$ cat src/rtl/corefifo_rd_ptr_ctrl_if.sv
// Read-side signal bundle for corefifo_rd_ptr_ctrl: read request, incoming Gray
// write pointer, RAM address, Gray read pointer and status flags.
interface corefifo_rd_ptr_ctrl_if #(
   parameter int ADDRWIDTH = 3
);
   logic                 re;
   logic [ADDRWIDTH:0]   wptr_gray;
   logic [ADDRWIDTH-1:0] raddr;
   logic [ADDRWIDTH:0]   rptr_gray;
   logic                 empty;
   logic                 aempty;
   logic                 rd_valid;
   logic                 underflow;
   logic [ADDRWIDTH:0]   rdcnt;

   modport master (
      output re, wptr_gray,
      input  raddr, rptr_gray, empty, aempty, rd_valid, underflow, rdcnt
   );

   modport slave (
      input  re, wptr_gray,
      output raddr, rptr_gray, empty, aempty, rd_valid, underflow, rdcnt
   );
endinterface

$ cat src/rtl/corefifo_rd_ptr_ctrl.sv
// Read-domain pointer/status controller for the async FIFO.
// Optional macro RDCNT_EN enables the registered fill-level output rdcnt.
module corefifo_rd_ptr_ctrl #(
   parameter int ADDRWIDTH     = 3,
   parameter int SYNC_STAGES   = 2,
   parameter int AEMPTY_THRESH = 2
) (
   input logic                   rclock,
   input logic                   reset,
   corefifo_rd_ptr_ctrl_if.slave bus
);
   localparam int            PW        = ADDRWIDTH + 1;
   localparam logic [PW-1:0] AE_THRESH = PW'(AEMPTY_THRESH);

   logic [PW-1:0] r_sync [SYNC_STAGES];
   logic [PW-1:0] r_rptr_bin;
   logic [PW-1:0] r_rptr_gray;
   logic          r_empty;
   logic          r_aempty;
   logic          r_rd_valid;
   logic          r_underflow;

   logic [PW-1:0] w_wsync;
   logic [PW-1:0] w_wbin;
   logic [PW-1:0] w_rptr_bin_next;
   logic [PW-1:0] w_rptr_gray_next;
   logic [PW-1:0] w_lvl_next;
   logic          w_rd_ok;

   function automatic logic [PW-1:0] gray2bin(input logic [PW-1:0] g);
      logic [PW-1:0] b;
      b[PW-1] = g[PW-1];
      for (int i = PW - 1; i > 0; i--) b[i-1] = b[i] ^ g[i-1];
      return b;
   endfunction

   // Only the Gray pointer crosses into rclock; binary is derived after the chain.
   always_ff @(posedge rclock or posedge reset) begin
      if (reset) begin
         for (int i = 0; i < SYNC_STAGES; i++) r_sync[i] <= '0;
      end else begin
         r_sync[0] <= bus.wptr_gray;
         for (int i = 1; i < SYNC_STAGES; i++) r_sync[i] <= r_sync[i-1];
      end
   end

   assign w_wsync          = r_sync[SYNC_STAGES-1];
   assign w_wbin           = gray2bin(w_wsync);
   assign w_rd_ok          = bus.re & ~r_empty;
   assign w_rptr_bin_next  = r_rptr_bin + PW'(w_rd_ok);
   assign w_rptr_gray_next = w_rptr_bin_next ^ (w_rptr_bin_next >> 1);
   assign w_lvl_next       = w_wbin - w_rptr_bin_next;

   // Flags use the next read pointer against the current wsync, so a last-word
   // read coinciding with a newly synchronized write leaves empty low.
   always_ff @(posedge rclock or posedge reset) begin
      if (reset) begin
         r_rptr_bin  <= '0;
         r_rptr_gray <= '0;
         r_empty     <= 1'b1;
         r_aempty    <= 1'b1;
         r_rd_valid  <= 1'b0;
         r_underflow <= 1'b0;
      end else begin
         r_rptr_bin  <= w_rptr_bin_next;
         r_rptr_gray <= w_rptr_gray_next;
         r_empty     <= (w_rptr_gray_next == w_wsync);
         r_aempty    <= (w_lvl_next <= AE_THRESH);
         r_rd_valid  <= w_rd_ok;
         r_underflow <= bus.re & r_empty;
      end
   end

`ifdef RDCNT_EN
   logic [PW-1:0] r_rdcnt;

   always_ff @(posedge rclock or posedge reset) begin
      if (reset) r_rdcnt <= '0;
      else       r_rdcnt <= w_lvl_next;
   end

   assign bus.rdcnt = r_rdcnt;
`else
   assign bus.rdcnt = '0;
`endif

   assign bus.raddr     = r_rptr_bin[ADDRWIDTH-1:0];
   assign bus.rptr_gray = r_rptr_gray;
   assign bus.empty     = r_empty;
   assign bus.aempty    = r_aempty;
   assign bus.rd_valid  = r_rd_valid;
   assign bus.underflow = r_underflow;
endmodule

$ cat src/flat_wrapper.sv
// flat-port wrapper written by rule: the top's interface ports become plain ports
module corefifo_rd_ptr_ctrl_flat 
#(
   parameter int ADDRWIDTH     = 3,
   parameter int SYNC_STAGES   = 2,
   parameter int AEMPTY_THRESH = 2
)
  (rclock, reset, bus_re, bus_wptr_gray, bus_raddr, bus_rptr_gray, bus_empty, bus_aempty, bus_rd_valid, bus_underflow, bus_rdcnt);
  corefifo_rd_ptr_ctrl_if #(.ADDRWIDTH(ADDRWIDTH)) bus_i ();
  input logic rclock;
  input logic reset;
  input wire logic [$bits(bus_i.re)-1:0] bus_re;
  input wire logic [$bits(bus_i.wptr_gray)-1:0] bus_wptr_gray;
  output wire logic [$bits(bus_i.raddr)-1:0] bus_raddr;
  output wire logic [$bits(bus_i.rptr_gray)-1:0] bus_rptr_gray;
  output wire logic [$bits(bus_i.empty)-1:0] bus_empty;
  output wire logic [$bits(bus_i.aempty)-1:0] bus_aempty;
  output wire logic [$bits(bus_i.rd_valid)-1:0] bus_rd_valid;
  output wire logic [$bits(bus_i.underflow)-1:0] bus_underflow;
  output wire logic [$bits(bus_i.rdcnt)-1:0] bus_rdcnt;
  assign bus_i.re = bus_re;
  assign bus_i.wptr_gray = bus_wptr_gray;
  assign bus_raddr = bus_i.raddr;
  assign bus_rptr_gray = bus_i.rptr_gray;
  assign bus_empty = bus_i.empty;
  assign bus_aempty = bus_i.aempty;
  assign bus_rd_valid = bus_i.rd_valid;
  assign bus_underflow = bus_i.underflow;
  assign bus_rdcnt = bus_i.rdcnt;
  corefifo_rd_ptr_ctrl #(.ADDRWIDTH(ADDRWIDTH), .SYNC_STAGES(SYNC_STAGES), .AEMPTY_THRESH(AEMPTY_THRESH)) u_core (.rclock(rclock), .reset(reset), .bus(bus_i));
endmodule
$ cat config.mk
export PLATFORM = sky130hd
export DESIGN_NAME = corefifo_rd_ptr_ctrl_flat
export DESIGN_NICKNAME = d
export VERILOG_FILES = /design/src/rtl/corefifo_rd_ptr_ctrl_if.sv /design/src/rtl/corefifo_rd_ptr_ctrl.sv /design/src/flat_wrapper.sv
export SDC_FILE = /design/constraint.sdc
export NUM_CORES = 1
export LEC_CHECK = 0
export BUFFER_PORTS_ARGS = -buffer_cell sky130_fd_sc_hd__buf_2
export CAP_MARGIN = 5
export CORE_MARGIN = 2
export CORE_UTILIZATION = 30
export DETAILED_ROUTE_END_ITERATION = 7
export GPL_TIMING_DRIVEN = 0
export PLACE_DENSITY = 0.61
export SETUP_SLACK_MARGIN = 0.2
export SLEW_MARGIN = 20
export SYNTH_ARGS = -nofsm -noshare
export SYNTH_HDL_FRONTEND = slang
export SYNTH_SLANG_ARGS = --single-unit
export TNS_END_PERCENT = 30
$ cat constraint.sdc
create_clock -name rclock -period 2.5 [get_ports rclock]
set_input_delay 0.5 -clock rclock [delete_from_list [all_inputs] [get_ports rclock]]
set_output_delay 0.5 -clock rclock [all_outputs]
set_load 0.005 [all_outputs]
==> results by group <==
Timing
  • # setup viols final: 0
  • Peak Freq: 0.463 GHz
  • Worst slew margin: 52.0%
  • Final-report hold violation count: 0
  • Slew Viols, Final: 0
  • Worst Skew: 0.00113 ns
  • Unrepaired setup endpoints after global routing: no
  • Final Critical Period: 2.16 ns
  • Worst slew pin tran: 0.718 ns
  • Final Cycle Share: 86.4%
  • Worst hold slack: 0.310 ns

Status
  • Run status: finished clean

Placed design
  • DP Wirelength: 1020 um
  • Port Buffer Count: 17
  • Placed Cells: 115
  • Routability cong.: 0.708

Synth
  • Synth Register Bits: 19
  • Synth unique cells: 21
  • Synth warn: 0
  • Synth Area in Simple Gates: 6.47%
  • Adder-cell share of the synthesized area: 9.71%
  • Largest family of logic cells by synthesized area: XOR/XNOR gates
  • Multiplexer share of the synthesized area: 0%
  • Mapped Cells: 64
  • Seq/Total Area, Yosys: 56.2%
  • Avg Cell Area, Syn: 13.3 sq um
  • Syn Std Cell Area: 851 sq um
  • Synth Area in Compound Gates: 3.53%
  • Post-synthesis xor/xnor area fraction: 17.9%

Setup path
  • Startpoint Class: flip-flop
  • Critical Path Sink Type: flip-flop
  • Max FO, Critical Path: 6
  • Worst Path Arrival: 2.37 ns
  • Crit Path Class: reg -> reg
  • Worst Path Required: 2.71 ns

Global route
  • Gr usage total: 9.28%
  • Global-route wire length before repair: 2300 um
  • Largest net degree at the start of global routing: 20
  • Antenna violations before repair: 0
  • Vias in the first global route: 506
  • Remaining Overflow, GRT: 0

Route
  • Initial drt markers: 11
  • 1st-pass router iterations: 3
  • Via count: 485
  • WL met3: 126 um
  • ANT nets after route: 0
  • Top layer in use: met3
  • WL/cell: 10.5 um
  • Residual DRC: 0
  • Wirelength, routed: 1270 um
  • Vias per Instance: 4.01
  • WL met1: 528 um
  • Met2 routed WL: 616 um

Cells and area
  • P&R area growth vs syn: 25.6%
  • Final layout net count: 104
  • Multi-input gate area: 377 sq um
  • Ant diodes: 0
  • Layout cell share with drive strength beyond 1: 37.8%
  • Fin cells: 121
  • Layout fillers: 271
  • Register area: 478 sq um

Worst hold path
  • Worst Hold Class: in -> async

CTS
  • Clock tree buffer depth: 2
  • Worst-path clk slew: 0.10 ns
  • CTS tree: done
  • Clock sinks: 19
  • CTS H-tree depth: 1
  • Root Driver: clkbuf_4
  • CTS Buf Count: 3
  • Clock Latency Late Sink: 0.29 ns

Floorplanning
  • Initial Util: 31.1%
  • Top Ports: 22
  • Die width: 57.3 um
  • Total die area: 3280 sq um
  • Die Ht: 57.3 um
  • Core area: 2730 sq um
  • Cell Rows: 19

Pwr
  • Pleak: 0.522 nW
  • Peak supply drop: 0.000527 V
  • Power density cells: 1210 nW/um^2

Job
  • Maxcap violations: 0
-- repair_timing --
item / 4_1_cts / 5_1_grt
endpoints found under the setup margin: 1 / 1
setup buffers: 0 / 2
gates resized for setup: 2 / 5
hold buffers: 0 / 0
pin swaps: 0 / 2
-- cell type report --
class                           count  area share, %
Sequential cell                    19           44.7
Multi-Input combinational cell     39           35.2
Timing Repair Buffer               19           9.37
Tap cell                           31           3.63
Buffer                              4           2.81
Clock buffer                        4           2.46
Inverter                            5           1.76
-- synthesized netlist by cell type --
cell / instances / area (sq um)
nor3_1: 1 / 5.00
nor3b_1: 1 / 7.51
xor2_1: 7 / 61.3
xnor2_2: 1 / 16.3
or3_1: 1 / 6.26
buf_4: 4 / 30.0
dfrtp_1: 17 / 425
nand2_1: 2 / 7.51
conb_1: 1 / 3.75
ha_1: 5 / 62.6
a211oi_2: 1 / 12.5
and2_1: 1 / 6.26
dfstp_2: 2 / 52.6
nand3_1: 2 / 10.0
a21boi_0: 1 / 7.51
xnor3_1: 1 / 22.5
inv_1: 5 / 18.8
xnor2_1: 6 / 52.6
fa_1: 1 / 20.0
o21ai_0: 2 / 10.0
nor2b_1: 2 / 12.5
-- path summary, 6_finish.rpt --
kind | cells past startpoint | startpoint | slack (ns) | end
worst max-delay path | 8 | u_core.bus.empty | 0.34 | u_core.bus.aempty
worst min-delay path | 2 | reset | 0.31 | u_core.r_sync[4]
worst max register to register | 8 | u_core.bus.empty | 0.34 | u_core.bus.aempty
worst min register to register | 0 | u_core.r_sync[6] | 0.36 | u_core.w_wsync[2]
max in group asynchronous | 2 | reset | 1.74 | u_core.w_wsync[2]
min in group rclock | 1 | bus_wptr_gray[1] | 0.31 | u_core.r_sync[5]
-- stage by stage --
step                setup slack, ns  total power, mW  util [%]  setup TNS (ns)  area [sq um]
floorplan                     0.321            0.900         -               0           862
global placement             0.0263             1.04      36.1               0           986
detailed placement          -0.0153             1.07      36.1         -0.0153           986
CTS                           0.280             1.25      37.5               0          1020
global route                  0.212             1.42      39.1               0          1070
finish                        0.340             1.29      39.1               0          1070
-- state kept, by name, summed over array words and instances, names as in the netlist --
name                  count
u_core.bus.rptr_gray      3
u_core.r_rptr_bin         4
u_core.bus.aempty         1
u_core.bus.rd_valid       1
u_core.bus.empty          1
u_core.r_sync             4
u_core.bus.underflow      1
u_core.w_wsync            4
-- critical path, stage by stage (launching register included) --
cell and delay [ns]:
dfstp_2 0.55, nor2b_1 0.06, ha_2 0.20, ha_4 0.27, buf_4 0.14, fa_1 0.42
xor2_1 0.15, o21ai_0 0.10, nor3_1 0.19
-- placed cells by master (no fill, tap or decap) --
| cell type | Yosys | layout |
|---|---|---|
| xnor2_2 | 1 | 1 |
| ha_4 | 0 | 1 |
| a21boi_0 | 1 | 1 |
| xnor2_4 | 0 | 1 |
| conb_1 | 1 | 4 |
| a211oi_2 | 1 | 1 |
| nand3_1 | 2 | 2 |
| xor2_2 | 0 | 1 |
| inv_1 | 5 | 5 |
| dfstp_2 | 2 | 2 |
| dfrtp_1 | 17 | 17 |
| fa_1 | 1 | 1 |
| and2_1 | 1 | 1 |
| o21ai_0 | 2 | 1 |
| buf_2 | 0 | 17 |
| ha_1 | 5 | 3 |
| nor3_1 | 1 | 1 |
| or3_1 | 1 | 1 |
| buf_4 | 4 | 6 |
| xor2_1 | 7 | 6 |
| clkbuf_1 | 0 | 1 |
| ha_2 | 0 | 1 |
| nor3b_1 | 1 | 1 |
| clkbuf_4 | 0 | 3 |
| nand2_1 | 2 | 2 |
| xnor2_1 | 6 | 5 |
| xnor3_1 | 1 | 1 |
| nor2b_1 | 2 | 2 |
| o21ai_1 | 0 | 1 |
-- kinds of logic (layout without fill, tap and decap cells) --
kind of cell / Yosys count / in the layout
AO/OA/AOI/OAI: 4 / 4
XOR/XNOR: 15 / 15
adder cells (fa/ha/maj): 6 / 6
buffers and inverters: 9 / 32
flip-flops: 19 / 19
other: 1 / 4
AND/OR/NAND/NOR: 10 / 10
-- power breakdown --
group | leakage (nW) | switching [mW] | internal, mW
clock | 0.0150 | 0.0861 | 0.0620
sequential | 0.221 | 0.0596 | 0.402
combinational | 0.285 | 0.312 | 0.371
-- metal layers --
metal | GRT usage (%) | vias up
li1 | - | 244
met1 | 11.5 | 220
met2 | 14.4 | 21
met3 | 4.99 | 0
met4 | 1.99 | 0
met5 | 0 | -
Note: power is estimated with default switching activity, not from simulation.
